[src/rtl/sid_pkg.sv]
// rtl/sid_pkg.sv - shared constants, state type and noise tap helper for the SID voice engine
package sid_pkg;

    localparam int LFSR_W  = 23;
    localparam logic [LFSR_W-1:0] LFSR_SEED = 23'h7FFFF8;

    localparam int PW_W    = 12;
    localparam int NOISE_W = 8;

    // Control register layout: ctrl[6:0] = iData[7:1]
    localparam int CTRL_W  = 7;
    localparam int C_SYNC  = 0;
    localparam int C_RING  = 1;
    localparam int C_TEST  = 2;
    localparam int C_TRI   = 3;
    localparam int C_SAW   = 4;
    localparam int C_PULSE = 5;
    localparam int C_NOISE = 6;

    // Register offsets within one voice's address window
    localparam int OFF_FREQ_LO = 0;
    localparam int OFF_FREQ_HI = 1;
    localparam int OFF_PW_LO   = 2;
    localparam int OFF_PW_HI   = 3;
    localparam int OFF_CTRL    = 4;

    localparam int MIX_OR  = 0;
    localparam int MIX_AND = 1;

    typedef enum logic [1:0] {
        ST_IDLE = 2'd0,
        ST_SNAP = 2'd1,
        ST_RUN  = 2'd2
    } state_t;

    // Noise output taps, MSB first: lfsr bits 20,18,14,11,9,5,2,0
    function automatic logic [NOISE_W-1:0] noise_bits(input logic [LFSR_W-1:0] l);
        return {l[20], l[18], l[14], l[11], l[9], l[5], l[2], l[0]};
    endfunction

endpackage

[src/rtl/sid_wave_mix.sv]
// rtl/sid_wave_mix.sv - combinational waveform generator and mixer for one voice slot
// Ports:
//   p_top    : phase bits [ACC_W-1 -: OUT_W+1] of the voice being processed
//   pw       : 12-bit pulse width
//   noise_in : 8 noise bits picked from the voice LFSR
//   en_*     : waveform enables from the control register
//   ring     : ring-mod enable; ring_msb is the source voice's snapshot MSB
//   sample   : mixed OUT_W-bit unsigned sample
import sid_pkg::*;

module sid_wave_mix #(
    parameter int OUT_W    = 12,
    parameter int MIX_MODE = MIX_OR
) (
    input  logic [OUT_W:0]       p_top,
    input  logic [PW_W-1:0]      pw,
    input  logic [NOISE_W-1:0]   noise_in,
    input  logic                 en_noise,
    input  logic                 en_pulse,
    input  logic                 en_saw,
    input  logic                 en_tri,
    input  logic                 ring,
    input  logic                 ring_msb,
    output logic [OUT_W-1:0]     sample
);

    logic [OUT_W-1:0] saw;
    logic [OUT_W-1:0] tri_raw;
    logic [OUT_W-1:0] tri_w;
    logic [OUT_W-1:0] pulse;
    logic [OUT_W-1:0] pw_s;
    logic [OUT_W-1:0] noise;
    logic [OUT_W-1:0] or_acc;
    logic [OUT_W-1:0] and_acc;

    // Pulse width and noise are fixed-width fields; align them to the top of the sample.
    if (OUT_W >= PW_W) begin : g_pw_wide
        assign pw_s = OUT_W'(pw) << (OUT_W - PW_W);
    end else begin : g_pw_narrow
        assign pw_s = pw[PW_W-1 -: OUT_W];
    end

    if (OUT_W >= NOISE_W) begin : g_noise_wide
        assign noise = OUT_W'(noise_in) << (OUT_W - NOISE_W);
    end else begin : g_noise_narrow
        assign noise = noise_in[NOISE_W-1 -: OUT_W];
    end

    always_comb begin
        saw     = p_top[OUT_W:1];
        tri_raw = p_top[OUT_W-1:0];
        // Triangle folds on the MSB; ring modulation replaces that fold with MSB xor source MSB.
        tri_w   = (p_top[OUT_W] ^ (ring & ring_msb)) ? ~tri_raw : tri_raw;
        pulse   = (saw <= pw_s) ? '0 : '1;

        or_acc  = '0;
        and_acc = '1;
        if (en_tri) begin
            or_acc  = or_acc | tri_w;
            and_acc = and_acc & tri_w;
        end
        if (en_saw) begin
            or_acc  = or_acc | saw;
            and_acc = and_acc & saw;
        end
        if (en_pulse) begin
            or_acc  = or_acc | pulse;
            and_acc = and_acc & pulse;
        end
        if (en_noise) begin
            or_acc  = or_acc | noise;
            and_acc = and_acc & noise;
        end

        if (!(en_tri | en_saw | en_pulse | en_noise)) begin
            sample = '0;
        end else if (MIX_MODE == MIX_AND) begin
            sample = and_acc;
        end else begin
            sample = or_acc;
        end
    end

endmodule

[src/rtl/sid_voice_engine.sv]
// rtl/sid_voice_engine.sv - time-multiplexed SID oscillator bank, one voice per cycle per clkEn tick
// Ports:
//   clk, iRst        : clock, synchronous active-high reset
//   clkEn            : oscillator tick; starts one sweep over all voices
//   iWE/iAddr/iData  : register write port, voice v at base v*REG_STRIDE
//   oValid/oVoice/oOut : one registered sample per voice per sweep
//   oBusy            : sweep in progress
//   oOverrun         : sticky, a tick arrived while a sweep was still running
import sid_pkg::*;

module sid_voice_engine #(
    parameter int NUM_VOICES = 3,
    parameter int ACC_W      = 24,
    parameter int FREQ_W     = 16,
    parameter int OUT_W      = 12,
    parameter int NOISE_TAP  = 19,
    parameter int REG_STRIDE = 7,
    parameter int MIX_MODE   = 0
) (
    input  logic             clk,
    input  logic             iRst,
    input  logic             clkEn,
    input  logic             iWE,
    input  logic [4:0]       iAddr,
    input  logic [7:0]       iData,
    output logic             oValid,
    output logic [2:0]       oVoice,
    output logic [OUT_W-1:0] oOut,
    output logic             oBusy,
    output logic             oOverrun
);

    localparam int VW = (NUM_VOICES > 1) ? $clog2(NUM_VOICES) : 1;

    logic [ACC_W-1:0]  phase_q [NUM_VOICES];
    logic [ACC_W-1:0]  phase_d [NUM_VOICES];
    logic [15:0]       freq_q  [NUM_VOICES];
    logic [15:0]       freq_d  [NUM_VOICES];
    logic [PW_W-1:0]   pw_q    [NUM_VOICES];
    logic [PW_W-1:0]   pw_d    [NUM_VOICES];
    logic [CTRL_W-1:0] ctrl_q  [NUM_VOICES];
    logic [CTRL_W-1:0] ctrl_d  [NUM_VOICES];
    logic [LFSR_W-1:0] lfsr_q  [NUM_VOICES];
    logic [LFSR_W-1:0] lfsr_d  [NUM_VOICES];

    logic [NUM_VOICES-1:0] msb_now_q,   msb_now_d;
    logic [NUM_VOICES-1:0] msb_lag_q,   msb_lag_d;
    logic [NUM_VOICES-1:0] noise_lag_q, noise_lag_d;

    state_t           state_q, state_d;
    logic [2:0]       cnt_q,     cnt_d;
    logic             valid_q,   valid_d;
    logic [2:0]       voice_q,   voice_d;
    logic [OUT_W-1:0] out_q,     out_d;
    logic             overrun_q, overrun_d;

    logic [VW-1:0]     cur;
    logic [VW-1:0]     src;
    logic [ACC_W-1:0]  cur_phase;
    logic [CTRL_W-1:0] cur_ctrl;
    logic [ACC_W-1:0]  addend;
    logic              sync_hit;
    logic              last;
    logic [OUT_W-1:0]  wave_sample;

    assign cur       = cnt_q[VW-1:0];
    assign src       = (cur == '0) ? VW'(NUM_VOICES - 1) : cur - 1'b1;
    assign cur_phase = phase_q[cur];
    assign cur_ctrl  = ctrl_q[cur];
    assign addend    = ACC_W'(freq_q[cur][FREQ_W-1:0]);
    // Source MSB fell between the previous snapshot and this one.
    assign sync_hit  = cur_ctrl[C_SYNC] & ~msb_now_q[src] & msb_lag_q[src];
    assign last      = (cnt_q == 3'(NUM_VOICES - 1));

    sid_wave_mix #(
        .OUT_W    (OUT_W),
        .MIX_MODE (MIX_MODE)
    ) u_wave_mix (
        .p_top    (cur_phase[ACC_W-1 -: OUT_W+1]),
        .pw       (pw_q[cur]),
        .noise_in (noise_bits(lfsr_q[cur])),
        .en_noise (cur_ctrl[C_NOISE]),
        .en_pulse (cur_ctrl[C_PULSE]),
        .en_saw   (cur_ctrl[C_SAW]),
        .en_tri   (cur_ctrl[C_TRI]),
        .ring     (cur_ctrl[C_RING]),
        .ring_msb (msb_now_q[src]),
        .sample   (wave_sample)
    );

    always_comb begin
        state_d     = state_q;
        cnt_d       = cnt_q;
        valid_d     = 1'b0;
        voice_d     = voice_q;
        out_d       = out_q;
        overrun_d   = overrun_q;
        phase_d     = phase_q;
        freq_d      = freq_q;
        pw_d        = pw_q;
        ctrl_d      = ctrl_q;
        lfsr_d      = lfsr_q;
        msb_now_d   = msb_now_q;
        msb_lag_d   = msb_lag_q;
        noise_lag_d = noise_lag_q;

        // Register writes; the sweep reads the _q copies so it sees pre-write values.
        if (iWE) begin
            for (int v = 0; v < NUM_VOICES; v++) begin
                if (int'(iAddr) == v * REG_STRIDE + OFF_FREQ_LO) freq_d[v][7:0]  = iData;
                if (int'(iAddr) == v * REG_STRIDE + OFF_FREQ_HI) freq_d[v][15:8] = iData;
                if (int'(iAddr) == v * REG_STRIDE + OFF_PW_LO)   pw_d[v][7:0]    = iData;
                if (int'(iAddr) == v * REG_STRIDE + OFF_PW_HI)   pw_d[v][11:8]   = iData[3:0];
                if (int'(iAddr) == v * REG_STRIDE + OFF_CTRL)    ctrl_d[v]       = iData[7:1];
            end
        end

        case (state_q)
            ST_IDLE: begin
                if (clkEn) state_d = ST_SNAP;
            end
            ST_SNAP: begin
                // The lag shifts here rather than per voice so every voice in the sweep,
                // including ones whose source was already processed, compares against
                // the previous sweep's MSB.
                msb_lag_d = msb_now_q;
                for (int v = 0; v < NUM_VOICES; v++) begin
                    msb_now_d[v] = phase_q[v][ACC_W-1];
                end
                cnt_d   = '0;
                state_d = ST_RUN;
                if (clkEn) overrun_d = 1'b1;
            end
            ST_RUN: begin
                phase_d[cur]     = (cur_ctrl[C_TEST] | sync_hit) ? '0 : cur_phase + addend;
                noise_lag_d[cur] = cur_phase[NOISE_TAP];
                if (cur_phase[NOISE_TAP] & ~noise_lag_q[cur]) begin
                    lfsr_d[cur] = {lfsr_q[cur][LFSR_W-2:0],
                                   (lfsr_q[cur][22] ^ lfsr_q[cur][21]) | cur_ctrl[C_TEST]};
                end
                valid_d = 1'b1;
                voice_d = cnt_q;
                out_d   = wave_sample;
                if (last) begin
                    // A tick landing on the final voice starts the next sweep directly.
                    state_d = clkEn ? ST_SNAP : ST_IDLE;
                end else begin
                    cnt_d = cnt_q + 3'd1;
                    if (clkEn) overrun_d = 1'b1;
                end
            end
            default: state_d = ST_IDLE;
        endcase
    end

    always_ff @(posedge clk) begin
        if (iRst) begin
            state_q     <= ST_IDLE;
            cnt_q       <= '0;
            valid_q     <= 1'b0;
            voice_q     <= '0;
            out_q       <= '0;
            overrun_q   <= 1'b0;
            msb_now_q   <= '0;
            msb_lag_q   <= '0;
            noise_lag_q <= '0;
            for (int v = 0; v < NUM_VOICES; v++) begin
                phase_q[v] <= '0;
                freq_q[v]  <= '0;
                pw_q[v]    <= '0;
                ctrl_q[v]  <= '0;
                lfsr_q[v]  <= LFSR_SEED;
            end
        end else begin
            state_q     <= state_d;
            cnt_q       <= cnt_d;
            valid_q     <= valid_d;
            voice_q     <= voice_d;
            out_q       <= out_d;
            overrun_q   <= overrun_d;
            msb_now_q   <= msb_now_d;
            msb_lag_q   <= msb_lag_d;
            noise_lag_q <= noise_lag_d;
            phase_q     <= phase_d;
            freq_q      <= freq_d;
            pw_q        <= pw_d;
            ctrl_q      <= ctrl_d;
            lfsr_q      <= lfsr_d;
        end
    end

    assign oValid   = valid_q;
    assign oVoice   = voice_q;
    assign oOut     = out_q;
    assign oBusy    = (state_q != ST_IDLE);
    assign oOverrun = overrun_q;

endmodule

[config.mk]
export PLATFORM = sky130hd
export DESIGN_NAME = sid_voice_engine
export DESIGN_NICKNAME = d
export VERILOG_FILES = /design/src/rtl/sid_pkg.sv /design/src/rtl/sid_wave_mix.sv /design/src/rtl/sid_voice_engine.sv
export SDC_FILE = /design/constraint.sdc
export NUM_CORES = 1
export LEC_CHECK = 0
export CORE_UTILIZATION = 50
export CTS_CLUSTER_SIZE = 12
export DETAILED_ROUTE_END_ITERATION = 10
export PLACE_DENSITY = 0.66
export SLEW_MARGIN = 20
export SYNTH_ARGS = -nofsm -noshare
export SYNTH_HDL_FRONTEND = slang
export SYNTH_HIERARCHICAL = 1
export SYNTH_SLANG_ARGS = --single-unit
[constraint.sdc]
create_clock -name clk -period 5.2 [get_ports clk]
set_input_delay 1.04 -clock clk [delete_from_list [all_inputs] [get_ports clk]]
set_output_delay 1.04 -clock clk [all_outputs]
set_load 0.05 [all_outputs]
==> impl_metrics.ini <==
[logic_synthesis]
synth_top_family_by_area = compound AO/OA/AOI/OAI gates
synth_cell_types = 68
synth_compound_gate_area_share_pct = 17.3
synth_area_leader_cell = dfxtp_1
synth-simple-area-share_pct = 17.1
synth_area_mm2 = 0.0133
syn_nets = 1588
synth_common_cells = dfxtp_1 (277), nor2_1 (245), mux2i_1 (188), nand2_1 (185), a21oi_1 (91)
muxShareOfSynthArea_pct = 14.2
post_synth.cell_area_avg_um2 = 8.63
synth-seq-cells = 277
synth_xor_area_share_pct = 2.04
synthCells = 1538
yosysMostFrequentCell = dfxtp_1
yosysSeqAreaShare_pct = 41.8
synthAdderAreaFrac_pct = 3.17
synth-edff-count = 0
async_reset_ff_share_pct = 0
synth_top_flop_cell = dfxtp_1
yosysWarnings = 6
ys_top_cells_by_area = dfxtp_1 (42%), mux2i_1 (14%), nor2_1 (6.9%)
yosys.area.top_type_share_pct = 41.8

[sta]
fmax_ghz = 0.259
final.period_utilization_pct = 74.3
max_slew_margin_pct = 25.5
finalSetupViolations = 0
rsz0062_at_grt = no
timing.setup.tns_ns = 0
final_hold_viol_count = 0
maxSlewViolCount = 0
skew_ns = 0.0154
worstMarginPinSlew_ns = 1.12
fin_crit_ns = 3.86

[routing]
via_per_inst = 5.77
antenna_left = 0
drcViolationCount = 0
wl_um = 33400
wire_per_inst_um = 17.8
num_vias = 10800
drtIter0Drc = 850
firstDrtPassIters = 5

[final_layout]
final_nets = 1568
syn2layout_area_growth_pct = 11.0
fillCellCount = 2345
n_antenna_cell = 0
drive_gt1_share_pct = 5.98
post-route-cell-area_mm2 = 0.0147
utilization_pct = 56.5

[clocking]
cts_buffer_depth = 3
cts_setup_buffers = 0
cts.sink_count = 277
tritoncts = yes
cts_htree_levels = 1
clk_latency_ns = 0.55
holdBufCountCts = 0
ctsRootBufferMaster = clkbuf_16
numCtsBuffers = 30
cts.clk_slew.worst_paths_ns = 0.06
cts_resized = 0

[floorplanning]
rows = 59
start_util_pct = 51.0
die_x_um = 165
die-area_mm2 = 0.0272
io-pin-count = 35
core_mm2 = 0.0261
die_h_um = 165

[worst_setup_path]
arrival_ns = 4.27
endpoint_kind = flip-flop
crit_fanout = 29
cp.required_ns = 5.60
critical_path_class = flip-flop to flip-flop
start_kind = flip-flop

[global_routing]
grt_pass1_wl_um = 54000
grt_pass1_vias = 10200
grt_overflow = 0
antenna_found_initial = 0
grt_usage_pct = 24.8
grt_max_degree = 105

[placement]
place.gp.congestion = 0.919
io_buffers = 34
placed_area_mm2 = 0.0138
hpwl_um = 22100

[pwr]
cellPowerDensity_mw_per_mm2 = 300
peakVddDrop_v = 0.000219
p_leak_uw = 0.00582

[worst_hold_path]
hold_class = flip-flop to flip-flop

[run_status]
status = completed

[job]
drv_cap = 0
[layer usage]
| layer | GRT usage [%] | wire length, um | vias up |
|---|---|---|---|
| li1 | - | - | 5306 |
| met1 | 35.2 | 15900 | 5199 |
| met2 | 39.5 | 15100 | 261 |
| met3 | 3.57 | 1900 | 40 |
| met4 | 5.80 | 563 | 0 |
| met5 | 0 | 0 | - |
[layout by cell type (no fill, tap or decap), types with 5 or more instances in the layout]
cell type | Yosys | routed
dfxtp_1 | 277 | 275
nor2_1 | 245 | 245
mux2i_1 | 188 | 188
nand2_1 | 185 | 185
a21oi_1 | 91 | 91
o21ai_0 | 74 | 74
a211o_1 | 61 | 61
clkdlybuf4s50_1 | 0 | 33
ha_1 | 32 | 32
inv_1 | 31 | 31
nand3_1 | 31 | 31
clkbuf_16 | 0 | 31
xnor2_1 | 25 | 25
buf_4 | 4 | 24
a22o_1 | 17 | 17
and2_1 | 15 | 15
a211oi_1 | 13 | 13
a22oi_1 | 12 | 12
nor2b_1 | 11 | 11
a21o_1 | 10 | 10
clkbuf_8 | 0 | 10
nand3b_1 | 9 | 9
a222oi_1 | 8 | 8
clkbuf_1 | 70 | 7
nor3b_1 | 6 | 6
o31ai_1 | 6 | 6
nor3_1 | 5 | 5
a31oi_1 | 6 | 5
nand4_1 | 5 | 5
[layout make-up]
cell class | count | area (um2) | share of cell area, %
Tap cell | 335 | 419 | 2.84
Clock inverter | 6 | 35.0 | 0.238
Sequential cell | 277 | 5550 | 37.7
Multi-Input combinational cell | 1119 | 7140 | 48.5
Clock buffer | 47 | 926 | 6.28
Inverter | 31 | 116 | 0.790
Timing Repair Buffer | 59 | 544 | 3.69
[worst paths after layout]
path	start	to	slack (ns)	cells after the start
setup / recovery	cnt_q[1]	phase_q[69]	1.34	11
hold / removal	freq_q[35]	freq_q[35]	0.45	2
hold reg to reg	freq_q[35]	freq_q[35]	0.45	2
setup reg to reg	cnt_q[1]	phase_q[69]	1.34	11
[registers in the layout, indices dropped and copies added, names as in the netlist]
signal	count
phase_q	72
lfsr_q	69
freq_q	48
pw_q	36
ctrl_q	21
oOut	12
cnt_q	3
msb_lag_q	3
msb_now_q	3
noise_lag_q	3
oVoice	3
state_q	2
oOverrun	1
oValid	1
[power by group]
part           total [uW]  internal (uW)  switching, uW
logic                 225           62.1            163
registers            2140           2130           10.2
clock network        2050           1210            842
total                4420           3400           1010
[cell families after synthesis]
family,Yosys count
multiplexers,188
flip-flops,277
buffers and inverters,142
adder cells (fa/ha/maj),33
XOR/XNOR,30
AO/OA/AOI/OAI,335
AND/OR/NAND/NOR,533
[critical path, stage by stage, from the launching register on]
cell,delay (ns)
dfxtp_4,0.70
buf_4,0.46
mux2i_1,0.12
o21ai_0,0.53
ha_1,0.42
and3_1,0.25
a221o_1,0.30
a31oi_1,0.20
a31oi_1,0.17
a21o_1,0.25
a32oi_1,0.20
nor2_1,0.07
[per-stage QoR]
step	total power, uW	hold WS, ns	std cells	setup slack (ns)
final	4420	0.454	1874	1.34
after global routing	4550	0.469	1874	1.13
after CTS	4460	0.454	1874	1.38
after detailed placement	2410	0.446	1821	1.40
after global placement	2410	0.434	1821	1.50
after floorplan	2340	0.424	1538	1.49
Note: power is estimated with default switching activity, not from simulation.
